==> src/rtl/bit_serial_add_ctrl_pkg.sv <==
// bit_serial_add_ctrl_pkg: shared FSM state codes and default width for the bit-serial adder
//   DEF_WIDTH : default operand/result width
//   state_t   : sequencer states (the unused code 2'd3 recovers to ST_IDLE)
package bit_serial_add_ctrl_pkg;
    localparam int DEF_WIDTH = 8;
    typedef enum logic [1:0] {
        ST_IDLE = 2'd0,
        ST_RUN  = 2'd1,
        ST_DONE = 2'd2
    } state_t;
endpackage

==> src/rtl/bit_serial_add_ctrl_if.sv <==
// bit_serial_add_ctrl_if: request/result bundle between a requester and the bit-serial adder
//   start, abort, a, b, cin : requester -> adder (a, b, cin sampled only on accept)
//   ready, busy, done       : adder status (done is a one-cycle pulse)
//   sum, carry              : result, held until the next accept
interface bit_serial_add_ctrl_if
    import bit_serial_add_ctrl_pkg::*;
#(
    parameter int WIDTH = DEF_WIDTH
);
    logic             start;
    logic             abort;
    logic [WIDTH-1:0] a;
    logic [WIDTH-1:0] b;
    logic             cin;
    logic             ready;
    logic             busy;
    logic             done;
    logic [WIDTH-1:0] sum;
    logic             carry;

    modport master (
        output start, abort, a, b, cin,
        input  ready, busy, done, sum, carry
    );

    modport slave (
        input  start, abort, a, b, cin,
        output ready, busy, done, sum, carry
    );
endinterface

==> src/rtl/bit_serial_add_ctrl_cell.sv <==
// serial_add_cell: combinational 1-bit full adder built from two half adders
//   half_adder      : x, y -> s, c
//   serial_add_cell : a, b, ci -> s, co
module half_adder (
    input  logic x,
    input  logic y,
    output logic s,
    output logic c
);
    assign s = x ^ y;
    assign c = x & y;
endmodule

module serial_add_cell (
    input  logic a,
    input  logic b,
    input  logic ci,
    output logic s,
    output logic co
);
    logic s0, c0, c1;

    half_adder u_ha0 (.x(a),  .y(b),  .s(s0), .c(c0));
    half_adder u_ha1 (.x(s0), .y(ci), .s(s),  .c(c1));

    // At most one of the two half-adder carries can be set, so OR merges them.
    assign co = c0 | c1;
endmodule

==> src/rtl/bit_serial_add_ctrl.sv <==
// bit_serial_add_ctrl: adds two WIDTH-bit operands one bit per clock, LSB first, through one full-add cell
//   clk   : rising-edge clock
//   rst_n : asynchronous active-low reset
//   bus   : bit_serial_add_ctrl_if.slave (start/abort/operands in, ready/busy/done/sum/carry out)
module bit_serial_add_ctrl
    import bit_serial_add_ctrl_pkg::*;
#(
    parameter int WIDTH = DEF_WIDTH
) (
    input  logic                  clk,
    input  logic                  rst_n,
    bit_serial_add_ctrl_if.slave  bus
);
    localparam int CNT_W = $clog2(WIDTH);

    state_t             state, state_nx;
    logic [WIDTH-1:0]   a_sh, b_sh, sum_r;
    logic               c_r;
    logic [CNT_W-1:0]   cnt;
    logic               accept, last, bit_s, bit_co;

    assign accept = bus.start && bus.ready;
    assign last   = cnt == CNT_W'(WIDTH - 1);

    serial_add_cell u_cell (
        .a  (a_sh[0]),
        .b  (b_sh[0]),
        .ci (c_r),
        .s  (bit_s),
        .co (bit_co)
    );

    // Abort outranks completion on the last bit; the spare code 2'd3 falls back to idle.
    always_comb begin
        state_nx = ST_IDLE;
        case (state)
            ST_IDLE: state_nx = accept ? ST_RUN : ST_IDLE;
            ST_RUN:  state_nx = bus.abort ? ST_IDLE : (last ? ST_DONE : ST_RUN);
            ST_DONE: state_nx = accept ? ST_RUN : ST_IDLE;
            default: state_nx = ST_IDLE;
        endcase
    end

    always_ff @(posedge clk or negedge rst_n) begin
        if (!rst_n) begin
            state <= ST_IDLE;
            a_sh  <= '0;
            b_sh  <= '0;
            sum_r <= '0;
            c_r   <= 1'b0;
            cnt   <= '0;
        end else begin
            state <= state_nx;
            if (accept) begin
                a_sh  <= bus.a;
                b_sh  <= bus.b;
                sum_r <= '0;
                c_r   <= bus.cin;
                cnt   <= '0;
            end else if (state == ST_RUN) begin
                if (bus.abort) begin
                    sum_r <= '0;
                    c_r   <= 1'b0;
                    cnt   <= '0;
                end else begin
                    // Sum bits enter at the MSB so the first (LSB) bit lands at bit 0 after WIDTH shifts.
                    a_sh  <= a_sh >> 1;
                    b_sh  <= b_sh >> 1;
                    sum_r <= {bit_s, sum_r[WIDTH-1:1]};
                    c_r   <= bit_co;
                    cnt   <= cnt + 1'b1;
                end
            end
        end
    end

    assign bus.ready = (state == ST_IDLE) || (state == ST_DONE);
    assign bus.busy  = state == ST_RUN;
    assign bus.done  = state == ST_DONE;
    assign bus.sum   = sum_r;
    assign bus.carry = c_r;
endmodule
==> src/flat_wrapper.sv <==
// flat-port wrapper written by rule: the top's interface ports become plain ports
module bit_serial_add_ctrl_flat import bit_serial_add_ctrl_pkg::*;
#(
    parameter int WIDTH = DEF_WIDTH
)
  (clk, rst_n, bus_start, bus_abort, bus_a, bus_b, bus_cin, bus_ready, bus_busy, bus_done, bus_sum, bus_carry);
  bit_serial_add_ctrl_if #(.WIDTH(WIDTH)) bus_i ();
  input  logic clk;
  input  logic rst_n;
  input wire logic [$bits(bus_i.start)-1:0] bus_start;
  input wire logic [$bits(bus_i.abort)-1:0] bus_abort;
  input wire logic [$bits(bus_i.a)-1:0] bus_a;
  input wire logic [$bits(bus_i.b)-1:0] bus_b;
  input wire logic [$bits(bus_i.cin)-1:0] bus_cin;
  output wire logic [$bits(bus_i.ready)-1:0] bus_ready;
  output wire logic [$bits(bus_i.busy)-1:0] bus_busy;
  output wire logic [$bits(bus_i.done)-1:0] bus_done;
  output wire logic [$bits(bus_i.sum)-1:0] bus_sum;
  output wire logic [$bits(bus_i.carry)-1:0] bus_carry;
  assign bus_i.start = bus_start;
  assign bus_i.abort = bus_abort;
  assign bus_i.a = bus_a;
  assign bus_i.b = bus_b;
  assign bus_i.cin = bus_cin;
  assign bus_ready = bus_i.ready;
  assign bus_busy = bus_i.busy;
  assign bus_done = bus_i.done;
  assign bus_sum = bus_i.sum;
  assign bus_carry = bus_i.carry;
  bit_serial_add_ctrl #(.WIDTH(WIDTH)) u_core (.clk(clk), .rst_n(rst_n), .bus(bus_i));
endmodule
==> config.mk <==
export PLATFORM = sky130hd
export DESIGN_NAME = bit_serial_add_ctrl_flat
export DESIGN_NICKNAME = d
export VERILOG_FILES = /design/src/rtl/bit_serial_add_ctrl_pkg.sv /design/src/rtl/bit_serial_add_ctrl_if.sv /design/src/rtl/bit_serial_add_ctrl_cell.sv /design/src/rtl/bit_serial_add_ctrl.sv /design/src/flat_wrapper.sv
export SDC_FILE = /design/constraint.sdc
export NUM_CORES = 1
export LEC_CHECK = 0
export CAP_MARGIN = 20
export CORE_ASPECT_RATIO = 1.4
export CORE_MARGIN = 8
export CORE_UTILIZATION = 46
export CTS_BUF_LIST = sky130_fd_sc_hd__clkbuf_4 sky130_fd_sc_hd__clkbuf_8
export CTS_CLUSTER_SIZE = 28
export DETAILED_ROUTE_END_ITERATION = 16
export PLACE_DENSITY = 0.89
export SLEW_MARGIN = 25
export SYNTH_ARGS = -nofsm -noshare
export SYNTH_HDL_FRONTEND = slang
export SYNTH_SLANG_ARGS = --single-unit
==> constraint.sdc <==
create_clock -name clk -period 1.3 [get_ports clk]
set_input_delay 0.195 -clock clk [delete_from_list [all_inputs] [get_ports clk]]
set_output_delay 0.195 -clock clk [all_outputs]
set_load 0.1 [all_outputs]
== Word-level counts from Yosys, hierarchy flattened ==
Index checks and enable logic that the tools add are counted.

* $lt $le $gt $ge: 0
* Multiply operators: 0
* Eq/ne operators: 4
* Reduce and logical (&&, ||, !) cells: 6
* Div/mod/pow operators: 0
* Shift-type cells: 0
* Add/subtract/negate cells: 1
* Bitwise operators: 5
* Multiplexer cells: 19

{| class="wikitable"
|+ Operator list
! cell !! count
|-
| $mux W8 || 9
|-
| $mux W3 || 3
|-
| $mux W1 || 4
|-
| $mux W2 || 2
|-
| $pmux W2 S2 || 1
|-
| $add A3 B1 Y3 const B || 1
|-
| $eq A3 B3 Y1 const B || 1
|-
| $and A1 B1 Y1 || 2
|-
| $eq A2 B1 Y1 const B || 1
|-
| $eq A2 B2 Y1 const B || 1
|-
| $logic_not A2 Y1 || 1
|-
| $ne A2 B1 Y1 const B || 1
|-
| $reduce_and A2 Y1 || 1
|-
| $reduce_bool A2 Y1 || 1
|-
| $reduce_or A2 Y1 || 1
|-
| $xor A1 B1 Y1 || 2
|-
| $logic_and A1 B1 Y1 || 1
|-
| $logic_or A1 B1 Y1 || 1
|-
| $or A1 B1 Y1 || 1
|}

* Register bits after elaboration: 30
* Bits in latches: 0
* Logic and storage cells: 41
* Input port bits: 21
* ROM bits: 0
* Bits in writable memories: 0
* Memories: 0

== Depth between registers and ports, before layout ==
Gate-level depths: netlist of the first run.

* Word-level depth: 6
* Depth in mapped cells: 5
* Depth with buffers taken out: 3

== Hierarchy ==
A second synthesis of the first run with hierarchy kept.

* Cell total of the unflattened synthesis: 129
* Area, all modules: 1,397.6 µm²

{| class="wikitable"
|+ Modules (own cells, without submodules)
! module !! cells an instance !! area each (µm²) !! times used
|-
| bit_serial_add_ctrl || 126 || 1,366.3 || 1
|-
| half_adder || 1 || 12.5 || 2
|-
| serial_add_cell || 1 || 6.3 || 1
|}

== Least setup slack after synthesis of the first run ==
No wires, ideal clock.

* Path type: reg2reg
* Start point: register u_core.state[0]
* End point: register u_core.sum_r[1] (netlist: u_core.bus.sum[1])
* Data required time: 1,177 ps
* Arrival time: 2,396 ps
* Clock period less this slack: 2,519 ps
* Path buffers: 1
* Stages on the path, launching flop included: 5
* Slack: -1,219 ps
* Library setup time: 123 ps
* Cells stage by stage: dfrtp_1 nor2b_1 nor2_1 buf_2 a22o_1

{| class="wikitable"
|+ RTL lines
! element !! RTL line !! RTL
|-
| start: declaration || bit_serial_add_ctrl.sv:16 || <nowiki>state_t state, state_nx;</nowiki>
|-
| start signal: assignment || bit_serial_add_ctrl.sv:53 || <nowiki>state <= state_nx;</nowiki>
|-
| $eq A2 B1 Y1 || -- ||
|-
| via bus_busy || flat_wrapper.sv:16 || <nowiki>output wire logic [$bits(bus_i.busy)-1:0] bus_busy;</nowiki>
|-
| $reduce_bool A2 Y1 (no source line) || -- ||
|-
| end signal: assignment || bit_serial_add_ctrl.sv:69 || <nowiki>sum_r <= {bit_s, sum_r[WIDTH-1:1]};</nowiki>
|-
| end: declaration || bit_serial_add_ctrl.sv:17 || <nowiki>logic [WIDTH-1:0] a_sh, b_sh, sum_r;</nowiki>
|}

The timed path passes the listed nets, and every way through them passes these cells.
A chain may end at the register's enable or synchronous reset.

== Worst setup path in the final report of the first run ==
* Start point: register u_core.state[0]
* End point: output port bus_busy

* Word-level cells in the longest chain between the ends: 1

{| class="wikitable"
|+ Ends and longest elaborated chain
! element !! RTL line !! RTL
|-
| $eq A2 B1 Y1 || bit_serial_add_ctrl.sv:78 || <nowiki>assign bus.busy = state == ST_RUN;</nowiki>
|-
| end: declaration || flat_wrapper.sv:16 ||
|}

Every way passes these cells.

==> flow_summary.yaml, run 1 <==
outcome:
  outcome: "finished, violations left"
  violations: "negative setup slack"
pwr:
  power_mw: 3.31
  powerDensity_mw_per_mm2: 1500
  p_int_mw: 2.17
  p_leak_nw: 1.04
  combPwrFrac_pct: 35.1
  clockPowerShare_pct: 26.6
  sw_frac_of_total_pct: 34.4
  p_sw_mw: 1.14
  power_frac_seq_pct: 38.3
  ir_drop_v: 0.00102
clock_network:
  cts_hold_buffers: 0
  cts_tree: "built"
  cts_buffers: 5
  h-tree-depth: 2
  clkSlewWorstSetupHoldPaths_ps: 60
  cts_root_buf: "clkbuf_8"
  clk_latency_ps: 280
  clock-sinks: 30
  clk_path_buf_depth: 2
logic_synthesis:
  yosys_register_bits: 30
  yosysWarnings: 0
  ys_types: 22
  syn-num-nets: 151
  netlist_top_cells_area: "dfrtp_1 (54%), nand3_2 (10%), nand2_1 (8.1%)"
  synthCells: 127
  syn_area_mm2: 0.00139
  yosysTopAreaCellShare_pct: 54.2
  syn_area_per_cell_um2: 10.9
  seq_area_frac_synth_pct: 54.2
  synth_area_leader_cell: "dfrtp_1"
detailed_routing:
  final_antenna_net_count: 0
  dr_total_vias: 1177
  post_drt_wl_per_cell_um: 17.3
  dr.pass1.iters: 4
  drtIter0Drc: 40
  wirelength_um: 3710
  viasPerCell: 5.47
  drc: 0
run:
  max_cap_viol_count: 0
global_routing:
  grt_pass1_vias: 1316
  grt_usage_pct: 15.5
  grt_first_pass_wirelength_um: 6250
  grt_max_degree: 31
  gr-total-overflow: 0
  antenna_found_initial: 0
timing:
  fin_crit_sh_pct: 108
  finalWorstSetupSlack_ps: -99.4
  finalSetupViolCount: 11
  max_slew_margin_pct: 87.3
  hold_viol: 0
  tightestPinTransition_ps: 191
  fin_skew_ps: 2.52
  fmax_mhz: 715
  rsz0062_at_grt: "yes"
  post-route-min-period_ps: 1400
  maxSlewViolCount: 0
layout:
  diodes: 0
  drive_above_1_share_pct: 38.2
  seqCellArea_um2: 756
  utilization_pct: 76.8
  design_area_mm2: 0.00221
  area_growth_pct: 59.4
  multiInputGateArea_um2: 623
  fillers: 193
  nNetsFinal: 201
die:
  dieHeight_um: 81.0
  die-area_mm2: 0.00505
  placementRows: 23
  io-pin-count: 33
  start_util_pct: 48.2
  die_x_um: 62.4
  core_mm2: 0.00288
placed_design:
  io_buffers: 32
  placed_area_mm2: 0.00196
  gp_congestion: 0.724
  dp_worst_setup_slack_ps: -258
  post-dp-hpwl_um: 2440
worst_setup_path:
  cp_max_fo: 4
  reg2regPathDepth: 4
  reg2reg_slack_ps: -40
  rr_endpoint: "u_core.b_sh[6]"
  rr_startpoint: "u_core.state[1]"
  cp.required_ps: 1110
  start_kind: "flop"
  critPathKind: "reg2out"
  arrival_ps: 1200
  end_kind: "output port"
hold_path:
  hold_class: "in2async"
-- routing by layer --
| metal | share of wire [%] | wire length (um) | vias to the layer above | GRT usage, % |
|---|---|---|---|---|
| met5 | 0 | 0 | - | 0 |
| met4 | 1.2 | 44 | 0 | 5.49 |
| met3 | 4.7 | 173 | 4 | 4.26 |
| met2 | 54 | 1990 | 48 | 28.5 |
| met1 | 40 | 1500 | 589 | 16.8 |
| li1 | - | - | 536 | - |
-- layout by cell type, fill, tap and decap left out, drive strengths merged --
| cell type | synthesis | final |
|---|---|---|
| dfrtp | 30 | 30 |
| nand2b | 1 | 1 |
| nor2 | 3 | 4 |
| nand2 | 30 | 30 |
| a21oi | 4 | 4 |
| mux2 | 1 | 1 |
| nor3b | 1 | 1 |
| a22o | 11 | 11 |
| inv | 1 | 1 |
| nor2b | 3 | 3 |
| buf | 9 | 30 |
| clkdlybuf4s50 | 0 | 20 |
| or3b | 1 | 1 |
| clkbuf | 0 | 9 |
| o21ai | 1 | 1 |
| a21o | 1 | 1 |
| and2 | 1 | 1 |
| fa | 1 | 1 |
| ha | 2 | 2 |
| nand3 | 26 | 26 |
-- per-stage QoR --
step	TNS [ps]	hold slack, ps	cells
after global placement	-5640	452	200
final	-308	278	215
after floorplan	-2510	-101	127
after CTS	-149	282	214
after global routing	-1190	297	215
after detailed placement	-6420	469	200
-- flip-flops by register name (all words and copies together) (netlist names) --
signal            flops
u_core.cnt            3
u_core.a_sh           8
u_core.b_sh           8
u_core.bus.sum        8
u_core.state          2
u_core.bus.carry      1
-- cells in the mapped netlist --
master,instances
dfrtp_1,30
nand2_1,30
nand3_2,14
nand3_1,12
a22o_1,11
buf_2,6
a21oi_1,4
nor2_1,3
nor2b_1,3
ha_1,2
a21o_1,1
and2_1,1
buf_1,1
buf_6,1
buf_8,1
fa_1,1
inv_1,1
mux2_2,1
nand2b_1,1
nor3b_4,1
o21ai_2,1
or3b_1,1
-- worst max-delay path: stages, from the launching register on --
cell and delay [ps]:
dfrtp_1 410, buf_6 140, nor2b_4 180, buf_12 190
-- what timing repair did --
item,CTS,global route
pin swaps,3,13
endpoints found under the hold margin,0,0
cloned,1,1
resized for setup,10,10
buffers inserted,5,0
endpoints found under the setup margin,30,32
-- power groups by stage --
stage	registers, mW	clock network (mW)	logic [mW]
after global routing	1.29	0.928	1.24
final	1.27	0.880	1.16
after global placement	1.26	0	1.02
after CTS	1.26	0.892	1.13
after floorplan	1.46	0	0.464
after detailed placement	1.28	0	1.07
-- logic make-up (layout without fill, tap and decap cells) --
kind of cell	count (synthesis)	count (layout)	share of synthesized area (%)
AOI/OAI and AO/OA	17	17	9.57
adders and majority gates	3	3	3.25
muxes	1	1	0.812
DFF	30	30	54.2
buffers and inverters	10	60	4.60
and+or+nand+nor	66	67	27.6
-- how the worst max path moves through the flow --
stage                                 to       startpoint  slack [ps]  depth (start not counted)
after global routing            bus_busy  u_core.state[0]        -140                          3
after detailed placement  u_core.b_sh[6]        bus_abort        -260                          5
final                           bus_busy  u_core.state[0]        -100                          3
after floorplan                 bus_done  u_core.state[1]        -200                          1
after CTS                       bus_busy  u_core.state[1]         -60                          3
after global placement    u_core.a_sh[3]        bus_abort        -220                          5
-- layout make-up --
| cell class | count | area share, % |
|---|---|---|
| multi-input combinational | 88 | 28.2 |
| clock buffer | 8 | 4.98 |
| inverter | 1 | 0.170 |
| timing repair buffer | 51 | 30.4 |
| tap | 37 | 2.10 |
| sequential | 30 | 34.2 |
No activity file was read; power rests on OpenSTA's default activity.
==> run 2, diff against run 1 <==
--- a/config.mk
+++ b/config.mk
@@ -5,6 +5,7 @@
 export SDC_FILE = /design/constraint.sdc
 export NUM_CORES = 1
 export LEC_CHECK = 0
+export ABC_AREA = 1
 export CAP_MARGIN = 20
 export CORE_ASPECT_RATIO = 1.4
 export CORE_MARGIN = 8
@@ -12,7 +13,7 @@
 export CTS_BUF_LIST = sky130_fd_sc_hd__clkbuf_4 sky130_fd_sc_hd__clkbuf_8
 export CTS_CLUSTER_SIZE = 28
 export DETAILED_ROUTE_END_ITERATION = 16
-export PLACE_DENSITY = 0.89
+export PLACE_DENSITY = 0.88
 export SLEW_MARGIN = 25
 export SYNTH_ARGS = -nofsm -noshare
 export SYNTH_HDL_FRONTEND = slang
==> flow_summary.yaml, run 2 <==
timing:
  tightestPinTransition_ps: 617
  finalSetupViolCount: 2
  fin_crit_sh_pct: 105
  holdWs_ps: 276
  fmax_mhz: 735
  finalWorstSetupSlack_ps: -60.5
  post-route-min-period_ps: 1360
  fin_skew_ps: 5.25
  maxSlewViolCount: 0
  rsz0062_at_grt: "yes"
  hold_viol: 0
  max_slew_margin_pct: 58.7
  fin_setup_tns_ps: -119
clock_network:
  cts_hold_buffers: 0
  h-tree-depth: 2
  cts_root_buf: "clkbuf_8"
  clk_latency_ps: 290
  clk_path_buf_depth: 2
  clock-sinks: 30
  cts_buffers: 5
  clkSlewWorstSetupHoldPaths_ps: 60
  cts_tree: "built"
logic_synthesis:
  synth_ff_type: "dfrtp_1"
  synth_area_leader_cell: "dfrtp_1"
  syn-num-nets: 208
  yosysTopAreaCellShare_pct: 51.3
  synthCells: 184
  synthTopCellsByCount: "nand2_1 (84), nand3_1 (43), dfrtp_1 (30)"
  netlist_top_cells_area: "dfrtp_1 (51%), nand2_1 (22%), nand3_1 (15%)"
  yosysWarnings: 0
  yosys_register_bits: 30
  syn_area_per_cell_um2: 7.95
  seq_area_frac_synth_pct: 51.3
  synth_edf_count: 0
  ys_types: 16
  syn_area_mm2: 0.00146
  synthArstFlopShare_pct: 100
  yosysMostFrequentCell: "nand2_1"
detailed_routing:
  final_antenna_net_count: 0
  viasPerCell: 5.17
  drc: 0
  post_drt_wl_per_cell_um: 14.3
  drtIter0Drc: 66
  wirelength_um: 3810
  dr_total_vias: 1376
  dr.pass1.iters: 4
worst_setup_path:
  cp_max_fo: 3
  cp.required_ps: 1110
  end_kind: "output port"
  start_kind: "flop"
  arrival_ps: 1170
  critPathKind: "reg2out"
outcome:
  violations: "negative setup slack"
  outcome: "finished, violations left"
layout:
  layout_commonest_cell: "nand2_1"
  nNetsFinal: 250
  area_growth_pct: 49.7
  fin_cells: 266
  utilization_pct: 71.5
  drive_above_1_share_pct: 19.4
  fillers: 251
  diodes: 0
  final_cell_mix: "nand2_1 (83), nand3_1 (43), dfrtp_1 (29)"
die:
  start_util_pct: 47.8
  io-pin-count: 33
  dieHeight_um: 82.7
  die_x_um: 63.7
  placementRows: 24
  die-area_mm2: 0.00527
  core_mm2: 0.00306
run:
  max_cap_viol_count: 0
global_routing:
  grt_first_pass_wirelength_um: 6360
  grt_max_degree: 31
  antenna_found_initial: 0
  grt_usage_pct: 15.4
  gr-total-overflow: 0
  grt_pass1_vias: 1432
placed_design:
  post-dp-hpwl_um: 2510
  io_buffers: 32
  dp_worst_setup_slack_ps: -104
  placed_cells: 254
  gp_congestion: 0.776
pwr:
  ir_drop_v: 0.00107
  p_leak_nw: 1.14
  powerDensity_mw_per_mm2: 1510
hold_path:
  hold_class: "in2async"
## run 2: worst paths after layout
kind / from / to / slack, ps / depth (start not counted)
worst max-delay path: u_core.state[0] / bus_done / -60 / 3
worst min-delay path: rst_n / u_core.a_sh[3] / 280 / 2
worst max register to register: u_core.state[1] / u_core.cnt[2] / 30 / 5
worst min register to register: u_core.cnt[0] / u_core.cnt[0] / 510 / 1
max in group asynchronous: rst_n / u_core.bus.carry / 840 / 2
min in group clk: bus_b[7] / u_core.b_sh[7] / 470 / 3
## run 2: kinds of logic (layout without fill, tap and decap cells)
kind of cell / count (synthesis) / after routing / synth area share [%]
adders and majority gates: 3 / 3 / 3.08
DFF: 30 / 30 / 51.3
AOI/OAI and AO/OA: 2 / 2 / 0.684
buffers and inverters: 16 / 59 / 5.99
and+or+nand+nor: 133 / 133 / 38.9
## run 2: where the power goes
part | internal (mW) | total (mW) | switching, mW
clock | 0.447 | 0.800 | 0.353
combinational | 0.499 | 1.22 | 0.718
sequential | 1.14 | 1.30 | 0.157
## run 2: metal layers
layer	routed length (um)	vias to the layer above	track usage, %
met5	0	-	0
met1	1500	658	16.1
li1	-	677	-
met4	95	0	8.72
met3	222	9	6.48
met2	1990	32	25.9
## run 2: worst max-delay path, stage by stage, from the launching register on
cell and delay [ps]:
dfrtp_1 420, buf_4 170, nor2_4 120, buf_12 180
## run 2: per-stage QoR
step	total power, mW	instance area, um2
floorplan	2.01	1480
global placement	2.42	2020
detailed placement	2.46	2020
CTS	3.30	2150
global route	3.52	2190
finish	3.32	2190
## run 2: area by class of cell
type,instances,area [um2],area share (%)
clock buffers,7,90.1,4.11
inverters,5,22.5,1.03
flip-flops and latches,30,754,34.5
clock inverters,1,5.00,0.229
multi-input cells,138,648,29.6
repair buffers,46,621,28.3
well taps,39,48.8,2.23
## run 2: what timing repair did
action / in CTS / in global routing
cloned: 0 / 1
resized for setup: 4 / 3
pin swaps: 1 / 0
setup endpoints to repair: 3 / 18
buffers inserted: 3 / 0
==> RTL change 1, RTL diff (config.mk and constraints of run 1) <==
The 3 states of `state_t` get a one-hot encoding in 3 bits.
--- a/src/rtl/bit_serial_add_ctrl_pkg.sv
+++ b/src/rtl/bit_serial_add_ctrl_pkg.sv
@@ -3,10 +3,10 @@
 //   state_t   : sequencer states (the unused code 2'd3 recovers to ST_IDLE)
 package bit_serial_add_ctrl_pkg;
     localparam int DEF_WIDTH = 8;
-    typedef enum logic [1:0] {
-        ST_IDLE = 2'd0,
-        ST_RUN  = 2'd1,
-        ST_DONE = 2'd2
+    typedef enum logic [2:0] {
+        ST_IDLE = 3'b001,
+        ST_RUN  = 3'b010,
+        ST_DONE = 3'b100
     } state_t;
 endpackage
 
Function: same outputs for any inputs over 10 cycles, from zero or initial values and one cycle with rst_n low; not proved beyond that.
==> RTL change 1 against run 1 <==
The flow still finishes with violations (setup timing); worst setup slack worse by 360 ps; fmax shrank 20%; sequential cell count increased by 1; design area up 21%; power up 41%; critical path depth increased by 1; routed wire length increased by 37%; final cell count grew 5.6%; via count increased by 7.0%; synthesized area increased by 14%; hold slack lost 3.8 ps; largest cell class is now multi-input gates; clock power shrank 8.2%.
==> RTL change 1: results (changes against run 1) <==
Global routing
  • Met3 Use GR: 5.27% (was 4.26%)
  • Met1 GRT Util: 18.3% (was 16.8%)
  • Pin count of the biggest net entering global routing: 32 (was 31)
  • Vias in the first global route: 1349 (was 1316)
  • First-pass GRT wire length: 6870 um (was 6250 um)
  • GRT met2 Usage: 26.2% (was 28.5%)

Critical path
  • CP arrival: 1560 ps (was 1200 ps)
  • Reg2reg path depth: 6 (was 4)

STA
  • # setup viols final: 34 (was 11)
  • Worst slew pin tran: 308 ps (was 191 ps)
  • Clock Skew: 5.24 ps (was 2.52 ps)
  • Final setup margin: -457 ps (was -99.4 ps)

Place
  • Placement Cell Area: 0.00216 mm2 (was 0.00196 mm2)
  • Final GP Congestion: 0.754 (was 0.724)
  • Post-DP HPWL: 2490 um (was 2440 um)

Finish
  • Final cell count without fillers: 227 (was 215)
  • Final #Nets: 210 (was 201)
  • Fillers: 153 (was 193)
  • Layout cells sized above 1: 56.7% (was 38.2%)

Pwr
  • Clk pwr: 0.000808 W (was 0.000880 W)
  • Lkg Pwr: 1.18 nW (was 1.04 nW)
  • Peak VDD IR: 1.39 mV (was 1.02 mV)
  • Sw Share: 34.1% (was 34.4%)

Route
  • Routed wire length: 5070 um (was 3710 um)
  • Met2 wire len: 2650 um (was 1990 um)
  • Iter 0 DRT Violations: 75 (was 40)
  • WL met1: 1980 um (was 1500 um)
  • Vias per cell: 5.55 (was 5.47)

Run status
  • Status: finished with violations (unchanged)
  • Failing checks: setup timing (unchanged)

Logic synthesis
  • Largest cells by area after synthesis: dfrtp_1 (48%), mux2_2 (12%), mux2_4 (8.6%), nand3b_1 (4.8%), a21oi_1 (3.2%) (was dfrtp_1 (54%), nand3_2 (10%), nand2_1 (8.1%), a22o_1 (6.9%), nand3_1 (4.3%))
  • Cells after Synth: 122 (was 127)
  • Syn_nets: 146 (was 151)
  • Seq/Total Area, Yosys: 49.3% (was 54.2%)
  • Synth cell count leaders: dfrtp_1 (30), mux2_2 (17), a21oi_1 (10), nand2_1 (10), nand3b_1 (10) (was dfrtp_1 (30), nand2_1 (30), nand3_2 (14))
==> RTL change 1: logic make-up (layout without fill, tap and decap cells) <==
kind of cell | count (synthesis) | count (layout) | synth area share, %
mux | 28 | 28 | 22.0
fa+ha+maj | 3 | 3 | 2.86
buf+inv | 10 | 75 | 5.08
flops | 31 | 31 | 49.3
simple gates | 34 | 34 | 14.1
compound gates | 15 | 15 | 5.64
xor+xnor | 1 | 1 | 1.03
==> RTL change 1: layout make-up <==
class | count | share of cell area [%]
Sequential cell | 31 | 29.1
Clock buffer | 7 | 3.36
Inverter | 2 | 0.560
Tap cell | 40 | 1.87
Timing Repair Buffer | 65 | 31.0
Multi-Input combinational cell | 81 | 33.9
Clock inverter | 1 | 0.187
==> RTL change 1: critical path, stage by stage (launching register included) <==
cell,delay (ps)
dfstp_2,620
xor2_4,220
buf_6,130
and2_4,140
buf_12,160
==> RTL change 1: per-stage QoR <==
stage	worst slack [ps]	power (W)	TNS, ps	utilization [%]
after floorplan	-346	0.00263	-7000	-
after global placement	-609	0.00311	-11610	65.2
after detailed placement	-648	0.00320	-12870	65.2
after CTS	-430	0.00430	-10080	74.4
after global routing	-501	0.00484	-13380	80.8
final	-457	0.00466	-12090	80.8
==> RTL change 1: path summary, 6_finish.rpt <==
path	from	endpoint	slack [ps]
worst max-delay path	u_core.state[0]$_DFF_PN1_	bus_ready	-460
worst min-delay path	rst_n	u_core.bus.sum[4]$_DFFE_PN0P_	270
worst max register to register	u_core.state[0]$_DFF_PN1_	u_core.a_sh[4]$_DFFE_PN0P_	-460
worst min register to register	u_core.cnt[1]$_DFFE_PN0P_	u_core.cnt[1]$_DFFE_PN0P_	560
max in group asynchronous	rst_n	u_core.state[0]$_DFF_PN1_	780
min in group clk	bus_b[4]	u_core.b_sh[4]$_DFFE_PN0P_	520
==> RTL change 2, RTL diff (settings of run 1) <==
Made on the original files. `DEF_WIDTH`: 8 -> 16.
--- a/src/rtl/bit_serial_add_ctrl_pkg.sv
+++ b/src/rtl/bit_serial_add_ctrl_pkg.sv
@@ -2,7 +2,7 @@
 //   DEF_WIDTH : default operand/result width
 //   state_t   : sequencer states (the unused code 2'd3 recovers to ST_IDLE)
 package bit_serial_add_ctrl_pkg;
-    localparam int DEF_WIDTH = 8;
+    localparam int DEF_WIDTH = 16;
     typedef enum logic [1:0] {
         ST_IDLE = 2'd0,
         ST_RUN  = 2'd1,
Ports: changed (resized bus_a, bus_b and bus_sum); port bits go from 33 to 57. The function was not compared with the original's and may differ.
==> RTL change 2 against run 1 <==
The run still ends with setup timing left; synthesized area up 82%; largest cell class is now multi-input gates; worst setup slack lost 67 ps; critical path depth did not move; design area rose by 96%; routed wire length is 120% higher; power up 67%; first-iteration DRC count grew to 3.2 times the old value; sequential cell count up 25; highest routed layer unchanged.
==> RTL change 2: results (changes against run 1) <==
Global routing
  • Met3 Use GR: 3.37% (was 4.26%)
  • GRT met2 Usage: 27.3% (was 28.5%)
  • Pin count of the biggest net entering global routing: 56 (was 31)
  • First-pass GRT wire length: 10500 um (was 6250 um)

STA
  • # setup viols final: 59 (was 11)
  • Final setup margin: -166 ps (was -99.4 ps)

Finish
  • Clock buffer count: 7 (was 8)
  • Number of non-clock inverters: 2 (was 1)
  • Sequential share of cell area: 31.8% (was 34.2%)
  • Fillers: 288 (was 193)
  • Non-clk buf share: 30.9% (was 30.4%)
  • Non-clk bufs: 95 (was 51)
  • Layout cells sized above 1: 49.8% (was 38.2%)

Critical path
  • CP arrival: 1270 ps (was 1200 ps)
  • CP max FO: 5 (was 4)

Pwr
  • Lkg Pwr: 2.05 nW (was 1.04 nW)
  • Peak VDD IR: 0.844 mV (was 1.02 mV)
  • Switching power: 0.00204 W (was 0.00114 W)
  • Clock power share: 17.8% (was 26.6%)
  • Pwr/cell area: 1280 mW/mm2 (was 1500 mW/mm2)

Place
  • Final GP Congestion: 0.744 (was 0.724)
  • Post-placement cell count: 368 (was 200)
  • Worst slack at placement: -416 ps (was -258 ps)

Logic synthesis
  • Post-synth cell types: 28 (was 22)
  • Cells after Synth: 241 (was 127)

Run status
  • Status: finished with violations (unchanged)
  • Failing checks: setup timing (unchanged)

Die
  • Core ar.: 0.00541 mm2 (was 0.00288 mm2)
==> RTL change 2: cell types whose count changed in the layout (fill, tap and decap cells not counted), moves of 6 or more <==
cell and delta:
nand3_2 +30, dfrtp_1 +26, buf_12 +15, clkdlybuf4s50_1 +15
nand2_1 +14, nand3_4 +14, nand3_1 -11, nand2_2 +10
nand2_4 +8, a22o_1 +7, buf_6 +6, clkbuf_16 +6
==> RTL change 2: logic make-up after synthesis <==
family          synth area share [%]
compound gates                  7.94
xor+xnor                       0.347
fa+ha+maj                       1.29
buf+inv                         4.86
flops                           54.6
mux                             1.24
simple gates                    29.7
==> RTL change 2: routing by layer <==
metal | vias up | wire (um)
li1 | 988 | -
met1 | 1124 | 3230
met2 | 63 | 4560
met3 | 18 | 271
met4 | 0 | 246
met5 | - | 0
==> RTL change 2: path summary, 6_finish.rpt <==
check | slack (ps) | endpoint
worst max-delay path | -170 | bus_done
worst min-delay path | 390 | u_core.bus.sum[9]$_DFFE_PN0P_
worst max register to register | -160 | u_core.b_sh[2]$_DFFE_PN0P_
worst min register to register | 530 | u_core.a_sh[15]$_DFFE_PN0P_
max in group asynchronous | 640 | u_core.b_sh[6]$_DFFE_PN0P_
min in group clk | 410 | u_core.a_sh[15]$_DFFE_PN0P_
==> RTL change 2: per-stage QoR <==
stage          TNS (ps)  hold slack [ps]  total power (W)
2_1_floorplan     -3740             -101          0.00322
4_1_cts           -4250              415          0.00494
5_1_grt           -9200              439          0.00574
3_3_place_gp     -16190              206          0.00381
3_5_place_dp     -17550              214          0.00389
6_report          -6290              394          0.00553
==> RTL change 2: timing repair <==
item	in CTS	in global routing
setup buffers	4	5
endpoints found under the setup margin	58	59
gates resized for setup	16	82
cloned	1	7
hold buffers	1	0
pin swaps	4	48
hold endpoints to repair	55	0
